**src/rtl/uart_pkg.sv**
```systemverilog
// uart_pkg: shared types and constants for simple_uart and its receiver
package uart_pkg;

    typedef enum logic [1:0] {IDLE, START, DATA, STOP} rx_state_t;

    localparam logic [3:0]  FRAME_BITS = 4'd10;
    localparam logic [31:0] EMPTY_READ = 32'hFFFF_FFFF;

    // Divider values below 2 would leave no room for a mid-bit sample.
    function automatic logic [31:0] bit_period(input logic [31:0] div);
        return (div < 32'd2) ? 32'd2 : div;
    endfunction

endpackage

```
**src/rtl/uart_rx.sv**
```systemverilog
// uart_rx: 8N1 receiver with input synchroniser and a one-byte buffer
//   clk, rst  system clock, synchronous active-high reset
//   ser_rx    asynchronous serial input, idle high
//   period    clocks per serial bit (already clamped to >= 2)
//   rd        read strobe; clears valid on the next edge
//   valid     buffer holds an unread byte
//   data      last received byte
module uart_rx
    import uart_pkg::*;
(
    input  logic        clk,
    input  logic        rst,
    input  logic        ser_rx,
    input  logic [31:0] period,
    input  logic        rd,
    output logic        valid,
    output logic [7:0]  data
);

    logic [1:0] sync;
    logic       rx;
    rx_state_t  state, state_n;
    logic [31:0] cnt, cnt_n;
    logic [2:0] bitn, bitn_n;
    logic [7:0] shift, shift_n;
    logic       hold, hold_n;
    logic       store;

    assign rx = sync[1];

    always_ff @(posedge clk) begin
        if (rst) begin
            sync  <= 2'b11;
            state <= IDLE;
            cnt   <= '0;
            bitn  <= '0;
            shift <= '0;
            hold  <= 1'b0;
            valid <= 1'b0;
            data  <= '0;
        end else begin
            sync  <= {sync[0], ser_rx};
            state <= state_n;
            cnt   <= cnt_n;
            bitn  <= bitn_n;
            shift <= shift_n;
            hold  <= hold_n;
            // A byte completing alongside a read wins over the read.
            valid <= store ? 1'b1 : (rd ? 1'b0 : valid);
            data  <= store ? shift : data;
        end
    end

    always_comb begin
        state_n = state;
        cnt_n   = cnt + 32'd1;
        bitn_n  = bitn;
        shift_n = shift;
        hold_n  = hold;
        store   = 1'b0;
        case (state)
            IDLE: begin
                cnt_n = '0;
                // After a framing error the line must return high before re-arming.
                hold_n  = hold && !rx;
                state_n = (!hold && !rx) ? START : IDLE;
            end
            START: begin
                if (cnt == (period >> 1)) begin
                    state_n = rx ? IDLE : DATA;
                    cnt_n   = '0;
                    bitn_n  = '0;
                end
            end
            DATA: begin
                if (cnt == period - 32'd1) begin
                    cnt_n   = '0;
                    shift_n = {rx, shift[7:1]};
                    bitn_n  = bitn + 3'd1;
                    state_n = (bitn == 3'd7) ? STOP : DATA;
                end
            end
            STOP: begin
                if (cnt == period - 32'd1) begin
                    state_n = IDLE;
                    store   = rx;
                    hold_n  = !rx;
                end
            end
            default: state_n = IDLE;
        endcase
    end

endmodule

```
**src/rtl/simple_uart.sv**
```systemverilog
// simple_uart: memory-mapped 8N1 UART with divider and data registers
//   clk, rst      system clock, synchronous active-high reset
//   ser_tx        serial output, idle high
//   ser_rx        serial input, asynchronous, idle high
//   reg_div_we    byte-lane write strobes for the divider
//   reg_div_di    divider write data
//   reg_div_do    current divider value
//   reg_dat_we    write TX byte from reg_dat_di[7:0]
//   reg_dat_re    read strobe; consumes the RX buffer
//   reg_dat_di    TX data
//   reg_dat_do    received byte, or all ones when the buffer is empty
//   reg_dat_wait  stall while a TX write meets a busy transmitter
module simple_uart
    import uart_pkg::*;
#(
    parameter logic [31:0] DEFAULT_DIV = 32'd16
) (
    input  logic        clk,
    input  logic        rst,
    output logic        ser_tx,
    input  logic        ser_rx,
    input  logic [3:0]  reg_div_we,
    input  logic [31:0] reg_div_di,
    output logic [31:0] reg_div_do,
    input  logic        reg_dat_we,
    input  logic        reg_dat_re,
    input  logic [31:0] reg_dat_di,
    output logic [31:0] reg_dat_do,
    output logic        reg_dat_wait
);

    logic [31:0] div;
    logic [31:0] period;
    logic [9:0]  tx_shift;
    logic [3:0]  tx_bits;
    logic [31:0] tx_cnt;
    logic        busy;
    logic        rx_valid;
    logic [7:0]  rx_byte;
    logic        unused_di;

    assign period       = bit_period(div);
    assign busy         = tx_bits != 4'd0;
    assign ser_tx       = tx_shift[0];
    assign reg_dat_wait = reg_dat_we && busy;
    assign reg_div_do   = div;
    assign reg_dat_do   = rx_valid ? {24'h0, rx_byte} : EMPTY_READ;
    assign unused_di    = ^reg_dat_di[31:8];

    // A dummy frame is an all-ones shift register: ten idle bits on the line.
    always_ff @(posedge clk) begin
        if (rst) begin
            div      <= DEFAULT_DIV;
            tx_shift <= '1;
            tx_bits  <= FRAME_BITS;
            tx_cnt   <= '0;
        end else begin
            for (int i = 0; i < 4; i++)
                if (reg_div_we[i]) div[8*i +: 8] <= reg_div_di[8*i +: 8];
            if (reg_dat_we && !busy) begin
                tx_shift <= {1'b1, reg_dat_di[7:0], 1'b0};
                tx_bits  <= FRAME_BITS;
                tx_cnt   <= '0;
            end else if (|reg_div_we) begin
                tx_shift <= '1;
                tx_bits  <= FRAME_BITS;
                tx_cnt   <= '0;
            end else if (busy) begin
                if (tx_cnt == period - 32'd1) begin
                    tx_shift <= {1'b1, tx_shift[9:1]};
                    tx_bits  <= tx_bits - 4'd1;
                    tx_cnt   <= '0;
                end else begin
                    tx_cnt <= tx_cnt + 32'd1;
                end
            end
        end
    end

    uart_rx u_rx (
        .clk    (clk),
        .rst    (rst),
        .ser_rx (ser_rx),
        .period (period),
        .rd     (reg_dat_re),
        .valid  (rx_valid),
        .data   (rx_byte)
    );

endmodule

```
**config.mk**
```make
export PLATFORM = sky130hd
export DESIGN_NAME = simple_uart
export DESIGN_NICKNAME = d
export VERILOG_FILES = /design/src/rtl/uart_pkg.sv /design/src/rtl/uart_rx.sv /design/src/rtl/simple_uart.sv
export SDC_FILE = /design/constraint.sdc
export NUM_CORES = 1
export LEC_CHECK = 0
export BUFFER_PORTS_ARGS = -buffer_cell sky130_fd_sc_hd__buf_2
export CAP_MARGIN = 25
export CORE_ASPECT_RATIO = 1.1
export CORE_MARGIN = 4
export CORE_UTILIZATION = 40
export DETAILED_ROUTE_END_ITERATION = 8
export SLEW_MARGIN = 30
export SYNTH_ARGS = -nofsm -noshare
export SYNTH_HDL_FRONTEND = slang
export SYNTH_SLANG_ARGS = --single-unit
```
**constraint.sdc**
```tcl
create_clock -name clk -period 5.8 [get_ports clk]
set_input_delay 0.29 -clock clk [delete_from_list [all_inputs] [get_ports clk]]
set_output_delay 0.29 -clock clk [all_outputs]
set_load 0.02 [all_outputs]
```
==> results.txt <==
----------------------------------------------------
[Floorplan]
  Die Y ... roughly 170 µm
  Die X-Extent ... ~150 µm
  Total die area ... roughly 26000 µm²
  I/O pin count ... 139
  Area of the core ... 23100 µm²
  Initial core utilization ... about two fifths
  Total number of placement rows ... 58

[Critical path]
  Type of element capturing the critical path ... register
  Peak fanout along the critical path ... 8
  Worst Setup Start Kind ... register
  Classification of the worst setup path ... reg -> reg
  Critical path launch point ... reg_div_do[1]
  Critical register-to-register path endpoint ... tx_shift[5]
  Setup slack of the most critical reg-to-reg path ... between 200 and 300 ps
  Data required time of the worst path ... approximately 6000 ps
  Number of cells on the worst reg-to-reg path ... 15
  Worst setup path endpoint ... tx_shift[5]
  Data arrival time of the critical path ... about 5800 ps
  Startpoint of the worst register-to-register path ... reg_div_do[1]

[Timing]
  Clock period minus worst slack ... roughly 5500 ps
  Unrepaired setup endpoints after global routing ... false
  Worst-case headroom to the max-slew limit ... a little over a third
  Worst Max-Slew Pin Slew ... about 950 ps
  Accumulated negative setup slack ... 0 ps
  Max Clk Rate ... around 180 MHz
  Period utilization ... around 95%
  Final-report max-slew violation count ... 0
  Setup-failing EPs final ... 0
  Hold Fails Final Rpt ... 0
  Clock Skew ... between 10 and 15 ps

[Synthesis]
  Synthesized-area fraction occupied by xor and xnor cells ... ~15%
  Share of synthesized area occupied by flip-flops and latches ... approximately 28%
  Number of enable flip-flop cells after synthesis ... 0
  Dominant combinational cell family by area after synthesis ... simple AND/OR/NAND/NOR gates
  Simple-gate share of the synthesized area ... between 20% and 30%
  Share of synthesized flip-flops with an asynchronous set or reset ... 0%
  Post-synthesis instance area ... ~9500 µm²
  Synth warn ... 0
  Top cell types by occurrence after synthesis ... sky130_fd_sc_hd__nor2_1, sky130_fd_sc_hd__dfxtp_1, sky130_fd_sc_hd__clkbuf_1, sky130_fd_sc_hd__xor2_1, sky130_fd_sc_hd__xnor2_1
  Most instantiated library cell after synthesis ... sky130_fd_sc_hd__nor2_1
  Multiplexer share of the synthesized area ... slightly above 6%
  Most common flop cell mapped by yosys ... sky130_fd_sc_hd__dfxtp_1
  Area share of the leading cell type in the synthesized netlist ... around 28%
  Unique cell type count in the Yosys netlist ... 83
  Gate count of the mapped netlist ... 1191
  Average size of a mapped cell ... 7.97 µm²
  Adder and majority gate portion of the synthesized area ... between 1 and 1.5%
  Number of flip-flops and latches in the synthesized netlist ... around 130
  Top cell type by total area after synthesis ... sky130_fd_sc_hd__dfxtp_1
  Post-synthesis compound-gate area fraction ... a little over an eighth
  Ranking of synthesized cells by area ... sky130_fd_sc_hd__dfxtp_1, sky130_fd_sc_hd__xor2_1, sky130_fd_sc_hd__xnor2_1, sky130_fd_sc_hd__nor2_1, sky130_fd_sc_hd__mux2i_1
  Synthesized netlist net count ... roughly 1300

[Placed design]
  Dpl cell area ... slightly above 10000 µm²
  GPL Wtd Cong ... 1.04
  PortBufs ... approximately 110
  Post-detailed-placement half-perimeter wirelength ... 23600 µm

[Flow run]
  Max capacitance violation total ... 0

[Cells and area]
  Final antenna diode count ... 0
  Area added between synthesis and finish ... 14.5%
  Post-layout net count ... 1340
  Layout cell share with drive strength beyond 1 ... around a fifth
  Final Cell Area ... roughly 11000 µm²

[Clock network]
  Max clock buf depth ... 2
  Insertion delay to the later sink of the worst-skew pair ... 430 ps
  Worst-path clk slew ... ~70 ps
  Root buf cell ... sky130_fd_sc_hd__clkbuf_16
  # hold bufs at CTS ... 0
  Post-CTS Setup Bufs ... 0
  Num CTS Buffers ... 17
  Max H-tree Level ... 4
  CTS tree ... done
  Sink Count ... between 100 and 150
  Resized Gates After CTS ... 0

[Detailed routing]
  Overall via count from detail_route ... 9195
  Detail-routed via count per cell ... 5.86
  DRC viols ... 0
  Detailed Route Iter0 Violations ... between 600 and 700
  Routed WL per cell ... between 15 and 20 µm
  Post-route ant nets ... 0
  Count of TritonRoute iterations in the first routing pass ... 5
  Total routed wirelength ... about 31000 µm

[Power and ir drop]
  Power Total ... 2440 µW
  Leakage component of the power ... between 0.003 and 0.004 µW
  IR drop worst, VDD ... between 0.00015 and 0.0002 V
  Pwr dens ... 224 nW/µm²

[Global route]
  Total global-route track usage ... between 20% and 30%
  Maximum number of pins on one net before global-route repair ... around 80
  Grt total ovfl ... 0
  Wire length of the first global-routing pass ... ~49000 µm
  Vias in the first global route ... approximately 8700
  Antenna violations before repair ... 0

[Outcome]
  Run status ... finished, final reports clean

[Hold path]
  WHS Path Cells ... 2
  Hold crit path type ... in -> reg

----------------------------------------------------
critical path, cell delays in order, from the launching register on:
cell,delay (ps)
sky130_fd_sc_hd__dfxtp_1,380
sky130_fd_sc_hd__or4_1,680
sky130_fd_sc_hd__or4_4,520
sky130_fd_sc_hd__nor3_1,440
sky130_fd_sc_hd__nor2_1,180
sky130_fd_sc_hd__ha_1,260
sky130_fd_sc_hd__buf_4,180
sky130_fd_sc_hd__nor3b_1,160
sky130_fd_sc_hd__nand4_1,200
sky130_fd_sc_hd__or4_1,210
sky130_fd_sc_hd__xnor3_1,260
sky130_fd_sc_hd__a2111oi_0,540
sky130_fd_sc_hd__nand4_1,350
sky130_fd_sc_hd__nor3_2,570
sky130_fd_sc_hd__nor2_2,240
sky130_fd_sc_hd__mux2i_1,180
area by class of cell:
type / count / area, µm²
clock buffer: 17 / 425
sequential: 134 / 2680
multi-input combinational: 910 / 6150
tap: 300 / 375
fill: 2297 / 12300
clock inverter: 15 / 140
timing repair buffer: 172 / 1020
inverter: 21 / 78.8
cell usage in the layout (no fill, tap or decap), types with 29 or more instances in the layout:
cell and instances:
sky130_fd_sc_hd__a211oi_1 41, sky130_fd_sc_hd__buf_2 113, sky130_fd_sc_hd__buf_4 58, sky130_fd_sc_hd__dfxtp_1 134, sky130_fd_sc_hd__mux2i_1 55, sky130_fd_sc_hd__nand2_1 62, sky130_fd_sc_hd__nand3_1 41, sky130_fd_sc_hd__nand4_1 52
sky130_fd_sc_hd__nor2_1 157, sky130_fd_sc_hd__nor3_1 29, sky130_fd_sc_hd__nor4_1 30, sky130_fd_sc_hd__xnor2_1 74, sky130_fd_sc_hd__xor2_1 78
routing by layer:
metal	part of all wire [%]	routed length (µm)	GRT usage, %	up-vias
li1	-	-	-	4355
met5	0	0	0	-
met4	3.9	1220	9.64	0
met1	42	13200	30.0	4388
met2	48	14900	39.0	381
met3	6.0	1880	3.29	71
kinds of logic after synthesis:
logic type / count (synthesis)
multiplexers: 58
adder cells (fa/ha/maj): 11
XOR/XNOR: 156
AND/OR/NAND/NOR: 515
flip-flops: 134
buffers and inverters: 147
AO/OA/AOI/OAI: 170
power by group:
group	internal [µW]	switching (µW)	total, µW
clock	566	480	1050
sequential	934	18.3	953
combinational	163	274	438
state kept, by name, indices dropped and copies added (netlist names), named ones only:
name,flops
reg_div_do,32
tx_bits,4
tx_cnt,32
tx_shift,9
u_rx.bitn,3
u_rx.cnt,32
u_rx.data,8
u_rx.hold,1
u_rx.shift,8
u_rx.state,1
u_rx.sync,2
u_rx.valid,1
stage by stage:
stage	setup slack, ps	utilization (%)	hold WS [ps]	cells
final	297	47.0	52.7	1569
after global routing	96.1	47.0	51.3	1569
after CTS	372	47.0	41.3	1569
after detailed placement	465	44.5	397	1537
after global placement	418	44.5	400	1537
after floorplan	698	-	389	1191
how the worst min path moves through the flow:
stage	start	to	slack, ps
floorplan	u_rx.sync[0]	u_rx.sync[1]	390
global placement	u_rx.sync[0]	u_rx.sync[1]	400
detailed placement	u_rx.sync[0]	u_rx.sync[1]	400
CTS	ser_rx	u_rx.sync[0]	40
global route	ser_rx	u_rx.sync[0]	50
finish	ser_rx	u_rx.sync[0]	50
(Power assumes the default switching activity.)
